**src/rtl/sha256_job_arbiter.sv**
```systemverilog
//==============================================================================
// Module   : sha256_job_arbiter
// Purpose  : Round-robin arbiter sharing one SHA-256 core among NUM_REQ
//            requesters, with start retry and job cycle measurement.
// Revision : 1.0  initial release
//==============================================================================
`default_nettype none

module sha256_job_arbiter #(
    parameter int NUM_REQ       = 4,
    parameter int START_TIMEOUT = 4,
    parameter int CNT_W         = 16
) (
    input  logic                  clk,
    input  logic                  reset_n,
    input  logic [NUM_REQ-1:0]    req,
    input  logic [NUM_REQ*16-1:0] req_message_addr,
    input  logic [NUM_REQ*16-1:0] req_output_addr,
    output logic [NUM_REQ-1:0]    grant,
    output logic [NUM_REQ-1:0]    ack,
    output logic                  core_start,
    output logic [15:0]           core_message_addr,
    output logic [15:0]           core_output_addr,
    input  logic                  core_done,
    output logic                  busy,
    output logic [CNT_W-1:0]      last_cycles,
    output logic [7:0]            retry_count
);

    localparam int IDX_W = (NUM_REQ > 1) ? $clog2(NUM_REQ) : 1;
    localparam int TO_W  = $clog2(START_TIMEOUT + 1);
    localparam logic [TO_W-1:0] c_timeout_last = TO_W'(START_TIMEOUT - 1);

    typedef enum logic [2:0] {
        S_IDLE      = 3'd0,
        S_LAUNCH    = 3'd1,
        S_WAIT_BUSY = 3'd2,
        S_WAIT_DONE = 3'd3,
        S_ACK       = 3'd4
    } state_t;

    state_t             r_state;
    logic [IDX_W-1:0]   r_last;
    logic [IDX_W-1:0]   r_owner;
    logic [CNT_W-1:0]   r_cnt;
    logic [TO_W-1:0]    r_to;

    logic [IDX_W-1:0]   w_win;
    logic               w_found;
    logic [NUM_REQ-1:0] w_onehot;
    logic [CNT_W-1:0]   w_cnt_inc;

    // Walk offsets from far to near so the requester nearest after r_last wins.
    always_comb begin
        w_win   = '0;
        w_found = 1'b0;
        for (int k = NUM_REQ; k >= 1; k--) begin
            if (req[(int'(r_last) + k) % NUM_REQ]) begin
                w_win   = IDX_W'((int'(r_last) + k) % NUM_REQ);
                w_found = 1'b1;
            end
        end
    end

    assign w_onehot  = NUM_REQ'(1) << w_win;
    assign w_cnt_inc = (r_cnt == '1) ? r_cnt : r_cnt + CNT_W'(1);

    always_ff @(posedge clk or negedge reset_n) begin
        if (!reset_n) begin
            r_state           <= S_IDLE;
            r_last            <= IDX_W'(NUM_REQ - 1);
            r_owner           <= '0;
            r_cnt             <= '0;
            r_to              <= '0;
            grant             <= '0;
            ack               <= '0;
            core_start        <= 1'b0;
            core_message_addr <= '0;
            core_output_addr  <= '0;
            busy              <= 1'b0;
            last_cycles       <= '0;
            retry_count       <= '0;
        end else begin
            core_start <= 1'b0;
            ack        <= '0;
            case (r_state)
                S_IDLE: begin
                    if (w_found && core_done) begin
                        grant             <= w_onehot;
                        r_owner           <= w_win;
                        core_message_addr <= req_message_addr[int'(w_win)*16 +: 16];
                        core_output_addr  <= req_output_addr[int'(w_win)*16 +: 16];
                        busy              <= 1'b1;
                        core_start        <= 1'b1;
                        r_state           <= S_LAUNCH;
                    end
                end
                S_LAUNCH: begin
                    r_cnt   <= '0;
                    r_to    <= '0;
                    r_state <= S_WAIT_BUSY;
                end
                S_WAIT_BUSY: begin
                    r_cnt <= w_cnt_inc;
                    if (!core_done) begin
                        r_state <= S_WAIT_DONE;
                    end else if (r_to == c_timeout_last) begin
                        // Core never left idle: pulse start again, keeping grant and addresses.
                        r_to       <= '0;
                        core_start <= 1'b1;
                        r_state    <= S_LAUNCH;
                        if (retry_count != 8'hFF) begin
                            retry_count <= retry_count + 8'd1;
                        end
                    end else begin
                        r_to <= r_to + TO_W'(1);
                    end
                end
                S_WAIT_DONE: begin
                    r_cnt <= w_cnt_inc;
                    if (core_done) begin
                        last_cycles <= w_cnt_inc;
                        ack         <= grant;
                        r_state     <= S_ACK;
                    end
                end
                S_ACK: begin
                    r_last  <= r_owner;
                    grant   <= '0;
                    busy    <= 1'b0;
                    r_state <= S_IDLE;
                end
                default: r_state <= S_IDLE;
            endcase
        end
    end

endmodule

`default_nettype wire

```
**config.mk**
```make
export PLATFORM = sky130hd
export DESIGN_NAME = sha256_job_arbiter
export DESIGN_NICKNAME = d
export VERILOG_FILES = /design/src/rtl/sha256_job_arbiter.sv
export SDC_FILE = /design/constraint.sdc
export NUM_CORES = 1
export LEC_CHECK = 0
export BUFFER_PORTS_ARGS = -buffer_cell sky130_fd_sc_hd__buf_4
export CAP_MARGIN = 10
export CORE_MARGIN = 1.5
export CORE_UTILIZATION = 31
export DETAILED_ROUTE_END_ITERATION = 12
export GPL_TIMING_DRIVEN = 0
export HOLD_SLACK_MARGIN = 0.02
export PLACE_DENSITY_LB_ADDON = 0.08
export SYNTH_ARGS = -nofsm -noshare
export SYNTH_HDL_FRONTEND = slang
export SYNTH_SLANG_ARGS = --single-unit
```
**constraint.sdc**
```tcl
create_clock -name clk -period 3.4 [get_ports clk]
set_clock_uncertainty 0.05 [all_clocks]
set_input_delay 0.68 -clock clk [delete_from_list [all_inputs] [get_ports clk]]
set_output_delay 0.68 -clock clk [all_outputs]
set_load 0.02 [all_outputs]
```
-- Word level (Yosys, flattened, before mapping)
Index checks and enable logic that the tools add are counted.
Widths: inputs -> output; s select.
- register bits after elaboration: 92
- bits of input ports: 135
- add/sub/neg operators: 7
- $lt $le $gt $ge: 4
- equality and inequality tests: 11
- shifts and indexed selects: 3
- mux-type cells: 40
- bitwise gates (word level): 4
- reductions and logical operators: 16
- operator list (operator ; number):
    $shiftx 64x7->16 ; 2
    $pmux 16 s2 ; 1
    $mux 3 ; 6
    $add 16x1->16 const B ; 1
    $eq 16x16->1 const B ; 1
    $lt 3x4->1 const B ; 4
    $mux 1 ; 16
    $mux 16 ; 1
    $mux 4 ; 3
    $pmux 3 s4 ; 1
    $reduce_or 2->1 ; 5
    $eq 3x2->1 const B ; 3
    $add 8x1->8 const B ; 1
    $bmux 1 s2 ; 4
    $mux 2 ; 4
    $ne 8x8->1 const B ; 1
    $pmux 4 s2 ; 1
    $reduce_and 2->1 ; 4
    $ne 2x2->1 const B ; 3
    $pmux 3 s2 ; 1
    $reduce_bool 2->1 ; 3
    $add 2x1->2 const B ; 2
    $add 2x2->2 const B ; 2
    $and 1x1->1 const A ; 4
    10 further kinds ; 11

-- Logic depth before layout (Yosys ltp)
Gate-level depths: netlist of the first run.
- depth in word-level cells: 13
- gate-level depth with buffers: 8
- gate-level depth less buffers: 6

-- Worst setup path after synthesis of the first run
Ideal clock, no wire load.
- kind: in2reg
- start: input port req[1]
- end: register core_output_addr[11]
- arrival time: 2.158 ns
- required time: 3.269 ns
- path slack: 1.111 ns
- stages: 7
- path buffers: 2
- cells stage by stage: buf_6 > o211a_4 > a2111oi_4 > buf_6 > nand2_1 > mux2_2 > a31oi_2
- cells in the longest elaborated chain, start to end: 9
- elaborated cells on any way between the ends: 23
- those cells by class: shift: 1; mux: 20; reduce/logical: 2
- ends and longest elaborated chain (item ; line ; text):
    start: declaration ; 16 ; input logic [NUM_REQ-1:0] req,
    parallel branches: the longest is 9 deep, another holds $shiftx 64x7->16 ; - ;
    end signal: assignment ; 92 ; core_output_addr <= req_output_addr[int'(w_win)*16 +: 16];
    end: declaration ; 23 ; output logic [15:0] core_output_addr,
Parallel ways; which one is timed is not known. The select of a mux whose other input is x is not followed.
A chain may end at the register's enable or synchronous reset.

-- Worst setup path after layout of the first run
- start: input port req[3]
- end: register core_output_addr[11]
The elaborated chain is that of the path after synthesis.

==> qor.yml, run 1 <==
final_layout:
  design.final.nets: 931
  mostFrequentLayoutCell: "sky130_fd_sc_hd__buf_4"
  antenna_cells: 0
  finalCoreUtilization_pct: 44.4
  synthToLayoutAreaGrowth_pct: 39.3
  drive_gt1_share_pct: 36.1
  top_library_cells_by_usage_in_the_layout_fill_and_taps_aside: "sky130_fd_sc_hd__buf_4 (198), sky130_fd_sc_hd__nand2_1 (108), sky130_fd_sc_hd__dfrtp_1 (90)"
global_routing:
  globalRoute.totalOverflow: 0
  overall_routing_resource_usage_pct: 19.7
  vias_in_the_first_global_route: 5186
  number_of_antenna_violations_at_the_first_check_in_global_routing: 0
  grt_start_max_net_pins: 93
  wire_length_of_the_first_global_routing_pass_um: 27300
detailed_routing:
  drt_pass1_iterations: 5
  drtIter0Drc: 353
  num_vias: 5146
  wl_um: 17200
  avgViaCountPerCell: 5.06
  detail_route.wl_per_cell_um: 16.9
  route.antenna.remaining_nets: 0
  drcViolationCount: 0
min_path:
  worst_min_delay_path_category: "in2async"
critical_path:
  critical_path.reg2reg.endpoint: "core_output_addr[6]$_DFFE_PN0P_"
  startpoint_type: "primary input"
  required_ns: 3.62
  worstPathArrival_ns: 2.85
  r2r-start: "r_last[1]$_DFFE_PN1P_"
  cp_max_fo: 10
  r2r.worst_path.cells: 7
  timing.setup.critical_path_class: "in2reg"
  rrSetupSlack_ns: 0.77
  critPathCaptureType: "register"
synthesis:
  postSynth.topFlopCell: "sky130_fd_sc_hd__dfrtp_1"
  synth_fp_nets: 722
  synth-warning-count: 0
  post_synth_inst_count: 584
  post_synth_instance_area_mm2: 0.00530
  synth.ff_latch_count: 92
  synth_cell_type_count: 59
  synthesis.area_per_instance_um2: 9.08
  synth.yosys.seq_area_share_pct: 43.5
  synth_enable_flop_cells: 0
  async_s_r_ff_share_synth_pct: 100
placement:
  dp.final_hpwl_um: 12900
  place.port_buffers: 197
  post_place_worst_slack_ns: 0.424
  gp_congestion: 0.857
clock_network:
  skew_pair_late_insertion_delay_ns: 0.35
  tritoncts: "yes"
  cts_inserted_buffers: 9
  clock_sink_count: 92
  root_buffer: "sky130_fd_sc_hd__clkbuf_16"
  htree_num_levels: 3
  number_of_buffers_inserted_by_hold_repair_at_cts: 0
  post_cts.repair.setup_buffers: 0
  cts_resized: 0
  clk_pin_slew_ns: 0.07
  buffer_levels_on_the_longest_clock_path: 2
floorplanning:
  boundaryPins: 201
  placement_row_count: 47
  floorplan.die.width_um: 134
  floorplan.initialDensity_pct: 31.9
  die_footprint_mm2: 0.0179
  design.core.area_mm2: 0.0166
  fp.dieH_um: 134
pwr:
  max-vdd-ir-drop_mv: 0.306
  part_of_the_total_power_dissipated_in_the_clock_network_pct: 19.0
  switching_power_mw: 2.30
  power.density_mw_per_mm2: 742
  sequentialPowerShare_pct: 29.9
  intPower_mw: 3.18
  switching_part_of_the_total_pct: 42.0
  power_frac_comb_pct: 51.1
  totalPowerFinal_mw: 5.48
  p_leak_nw: 3.29
sta:
  layout_min_cycle_time_ns: 2.63
  slew_violations: 0
  final_tns_setup_ns: 0
  setup_violations: 0
  slew-limit-headroom_pct: 43.6
  rsz_0062_raised_after_global_routing: "no"
  final.setup.worst_slack_ns: 0.769
  max_freq_mhz: 380
  finalCritPeriodShare_pct: 77.4
  hold_slack_ns: 0.302
  timing_hold_violations_final: 0
  timing_worst_slew_pin_value_ns: 0.839
outcome:
  outcome: "completed"
job:
  max-cap-violations: 0
[state kept, by name, summed over array words and instances, names as in the netlist]
register           flops
r_state                3
grant                  4
retry_count            8
core_message_addr     16
core_start             1
last_cycles           16
ack                    4
core_output_addr      16
busy                   1
r_last                 2
r_cnt                 16
r_owner                2
r_to                   3
[worst max-delay path by stage]
stage	startpoint	endpoint	slack, ns
6_report	req[3]	core_output_addr[11]$_DFFE_PN0P_	0.77
3_5_place_dp	req[3]	core_output_addr[11]$_DFFE_PN0P_	0.42
3_3_place_gp	req[3]	core_message_addr[7]$_DFFE_PN0P_	0.46
4_1_cts	r_last[1]$_DFFE_PN1P_	core_output_addr[6]$_DFFE_PN0P_	0.76
5_1_grt	r_state[0]$_DFFE_PN0P_	core_message_addr[4]$_DFFE_PN0P_	0.57
2_1_floorplan	req[1]	core_output_addr[11]$_DFFE_PN0P_	1.11
[synthesized netlist by cell type (all sizes together) (6+ instances only)]
master / number / area share (%)
nand2: 109 / 7.8
dfrtp: 90 / 42
nor2: 60 / 4.2
a31oi: 37 / 6.1
mux2: 36 / 7.6
o21ai: 33 / 3.1
a22oi: 32 / 4.5
a21oi: 21 / 2.0
clkbuf: 20 / 1.4
buf: 19 / 2.4
inv: 14 / 0.99
nand3: 13 / 1.2
xnor2: 11 / 1.8
nor3: 9 / 0.85
nand4: 7 / 0.83
and2: 6 / 0.71
[power by group through the flow]
| stage | Combinational, mW | Clock (mW) | Sequential (mW) |
|---|---|---|---|
| floorplan | 1.45 | 0 | 1.94 |
| global placement | 2.81 | 0 | 1.65 |
| detailed placement | 2.82 | 0 | 1.66 |
| CTS | 2.83 | 1.07 | 1.64 |
| global route | 3.07 | 1.12 | 1.69 |
| finish | 2.80 | 1.04 | 1.64 |
[worst max-delay path: stages]
cell and delay, ns:
sky130_fd_sc_hd__buf_2 0.15, sky130_fd_sc_hd__nor2_1 0.34, sky130_fd_sc_hd__a21oi_1 0.13, sky130_fd_sc_hd__o31ai_4 0.50, sky130_fd_sc_hd__clkbuf_1 0.60, sky130_fd_sc_hd__a22oi_1 0.19, sky130_fd_sc_hd__a31oi_2 0.24
[layout make-up]
| cell class | instances | area (um2) |
|---|---|---|
| multi-input combinational | 439 | 2740 |
| sequential | 92 | 2300 |
| buffer | 39 | 201 |
| fill | 1685 | 9260 |
| clock inverter | 6 | 61.3 |
| timing repair buffer | 198 | 1510 |
| clock buffer | 10 | 239 |
| inverter | 14 | 52.6 |
| tap | 220 | 275 |
[logic make-up after synthesis]
logic type | after synthesis | share of synthesized area (%)
DFF | 92 | 43.5
xor gates and xnor gates | 14 | 2.31
buffers and inverters | 53 | 4.79
and+or+nand+nor | 226 | 18.5
muxes | 39 | 8.21
adders and majority gates | 3 | 0.708
AOI/OAI and AO/OA | 157 | 22.0
[stage by stage]
step	cell area, um2	cells
6_report	7380	1018
5_1_grt	7380	1018
4_1_cts	7360	1017
3_5_place_dp	7060	1001
3_3_place_gp	7060	1001
2_1_floorplan	5300	584
[routing by layer]
| layer | GRT usage [%] | share of wire [%] |
|---|---|---|
| met1 | 23.0 | 41 |
| met4 | 7.00 | 1.9 |
| met5 | 0 | 0 |
| met2 | 34.4 | 50 |
| met3 | 5.48 | 7.3 |
(Power assumes the default switching activity.)
==> run 2: changes to the inputs <==
==> constraint.sdc (replaced) <==
create_clock -name clk -period 2.3 [get_ports clk]
set_clock_uncertainty 0.05 [all_clocks]
set_input_delay 0.46 -clock clk [delete_from_list [all_inputs] [get_ports clk]]
set_output_delay 0.46 -clock clk [all_outputs]
set_load 0.02 [all_outputs]
==> qor.yml, run 2 (synthesis gave the netlist of run 1 again) <==
detailed_routing:
  drtIter0Drc: 327  # was 353
  drt_pass1_iterations: 4  # was 5
  detail_route.wl_per_cell_um: 17.0  # was 16.9 um
  avgViaCountPerCell: 5.08  # was 5.06
  route.antenna.remaining_nets: 0  # unchanged
  num_vias: 5186  # was 5146
  wl_um: 17400  # was 17200 um
  drcViolationCount: 0  # unchanged
sta:
  timing_worst_slew_pin_value_ns: 0.712  # was 0.839 ns
  max_freq_mhz: 455
  rsz_0062_raised_after_global_routing: "no"  # unchanged
  slew-limit-headroom_pct: 51.9  # was 43.6%
  setup_violations: 0  # unchanged
  layout_min_cycle_time_ns: 2.20
  final_tns_setup_ns: 0  # unchanged
  slew_violations: 0  # unchanged
  timing_hold_violations_final: 0  # unchanged
  finalCritPeriodShare_pct: 95.5
final_layout:
  antenna_cells: 0  # unchanged
  final_cells: 1021  # was 1018
  top_library_cells_by_usage_in_the_layout_fill_and_taps_aside: "sky130_fd_sc_hd__buf_4 (202), sky130_fd_sc_hd__nand2_1 (108), sky130_fd_sc_hd__dfrtp_1 (90)"  # was sky130_fd_sc_hd__buf_4 (198), sky130_fd_sc_hd__nand2_1 (108), sky130_fd_sc_hd__dfrtp_1 (90)
  synthToLayoutAreaGrowth_pct: 41.5  # was 39.3%
  drive_gt1_share_pct: 38.0  # was 36.1%
  mostFrequentLayoutCell: "sky130_fd_sc_hd__buf_4"  # unchanged
  design.final.nets: 934  # was 931
  n_fill_cell: 1668  # was 1685
outcome:
  outcome: "completed"  # unchanged
clock_network:
  tritoncts: "yes"  # unchanged
  buffer_levels_on_the_longest_clock_path: 2  # unchanged
  skew_pair_late_insertion_delay_ns: 0.35  # about the same
  cts_inserted_buffers: 9  # unchanged
  htree_num_levels: 3  # unchanged
  clk_pin_slew_ns: 0.07  # about the same
  root_buffer: "sky130_fd_sc_hd__clkbuf_16"  # unchanged
  clock_sink_count: 92  # unchanged
job:
  max-cap-violations: 0  # unchanged
pwr:
  p_leak_nw: 3.36  # was 3.29 nW
  power.density_mw_per_mm2: 1100  # was 742 mW/mm2
  totalPowerFinal_mw: 8.24  # was 5.48 mW
  max-vdd-ir-drop_mv: 0.454  # was 0.306 mV
floorplanning:
  floorplan.die.width_um: 134  # unchanged
  die_footprint_mm2: 0.0179  # unchanged
  design.core.area_mm2: 0.0166  # unchanged
  placement_row_count: 47  # unchanged
  boundaryPins: 201  # unchanged
  fp.dieH_um: 134  # unchanged
  floorplan.initialDensity_pct: 31.9  # unchanged
critical_path:
  r2r.worst_path.cells: 8  # was 7
  startpoint_type: "register"  # was primary input
  timing.setup.critical_path_class: "reg2reg"  # was in2reg
  critPathCaptureType: "register"  # unchanged
  r2r-start: "r_last[1]$_DFFE_PN1P_"  # unchanged
  worstPathArrival_ns: 2.42  # was 2.85 ns
  required_ns: 2.52  # was 3.62 ns
  critical_path.reg2reg.endpoint: "core_output_addr[6]$_DFFE_PN0P_"  # unchanged
  cp_max_fo: 10  # unchanged
  rrSetupSlack_ns: 0.10  # was 0.77 ns
global_routing:
  number_of_antenna_violations_at_the_first_check_in_global_routing: 0  # unchanged
  vias_in_the_first_global_route: 5209  # was 5186
  globalRoute.totalOverflow: 0  # unchanged
  wire_length_of_the_first_global_routing_pass_um: 27400  # was 27300 um
  overall_routing_resource_usage_pct: 19.7  # about the same
  grt_start_max_net_pins: 93  # unchanged
min_path:
  worst_min_delay_path_category: "in2async"  # unchanged
placement:
  place_inst: 1001  # unchanged
  gp_congestion: 0.857  # unchanged
  dp.final_hpwl_um: 12900  # unchanged
  place.port_buffers: 197  # unchanged
[run 2: through the flow]
| step | setup slack [ns] | area [um2] | hold slack [ns] | utilization [%] |
|---|---|---|---|---|
| finish | 0.104 | 7500 | 0.0830 | 45.1 |
| global route | 0.00796 | 7500 | 0.135 | 45.1 |
| CTS | 0.0104 | 7410 | 0.362 | 44.5 |
| detailed placement | -0.456 | 7060 | 0.416 | 42.4 |
| global placement | -0.415 | 7060 | 0.417 | 42.4 |
| floorplan | 0.153 | 5300 | 0.114 | - |
[run 2: final cells by class]
| type | count | area, um2 | share of cell area [%] |
|---|---|---|---|
| timing repair buffer | 203 | 1540 | 20.6 |
| clock inverter | 6 | 61.3 | 0.817 |
| sequential | 92 | 2300 | 30.7 |
| buffer | 37 | 223 | 2.97 |
| inverter | 14 | 52.6 | 0.700 |
| tap | 220 | 275 | 3.67 |
| multi-input combinational | 439 | 2800 | 37.4 |
| clock buffer | 10 | 239 | 3.18 |
[run 2: worst max-delay path by stage]
stage / startpoint / to / slack [ns] / depth (start not counted)
floorplan: r_last[1]$_DFFE_PN1P_ / core_message_addr[1]$_DFFE_PN0P_ / 0.15 / 7
global placement: req[3] / core_message_addr[7]$_DFFE_PN0P_ / -0.42 / 6
detailed placement: req[3] / core_output_addr[11]$_DFFE_PN0P_ / -0.46 / 7
CTS: r_last[1]$_DFFE_PN1P_ / core_output_addr[12]$_DFFE_PN0P_ / 0.01 / 6
global route: r_last[1]$_DFFE_PN1P_ / core_message_addr[13]$_DFFE_PN0P_ / 0.008 / 8
finish: r_last[1]$_DFFE_PN1P_ / core_output_addr[6]$_DFFE_PN0P_ / 0.10 / 8
[run 2: timing repair]
item,CTS,global route
setup buffers,3,2
resized for setup,11,13
pin swaps,1,1
hold buffers,0,0
endpoints found under the setup margin,48,44
[run 2: power breakdown]
| group | switching [mW] | total, mW | internal (mW) |
|---|---|---|---|
| clock | 0.663 | 1.53 | 0.871 |
| combinational | 2.42 | 4.23 | 1.81 |
| sequential | 0.363 | 2.48 | 2.12 |
| total | 3.45 | 8.24 | 4.80 |
[run 2: layer usage]
| metal | track usage (%) | vias to the layer above | share of wire, % |
|---|---|---|---|
| li1 | - | 2513 | - |
| met1 | 23.2 | 2490 | 41 |
| met2 | 34.5 | 167 | 50 |
| met3 | 5.48 | 16 | 7.1 |
| met4 | 7.00 | 0 | 1.8 |
| met5 | 0 | - | 0 |
[run 2: worst max-delay path, cell delays in order (launching register included)]
cell,delay [ns]
sky130_fd_sc_hd__dfstp_2,0.57
sky130_fd_sc_hd__buf_6,0.15
sky130_fd_sc_hd__mux2i_2,0.22
sky130_fd_sc_hd__o22ai_1,0.12
sky130_fd_sc_hd__a21oi_2,0.12
sky130_fd_sc_hd__buf_4,0.19
sky130_fd_sc_hd__buf_6,0.17
sky130_fd_sc_hd__mux2_2,0.35
sky130_fd_sc_hd__a31oi_2,0.17
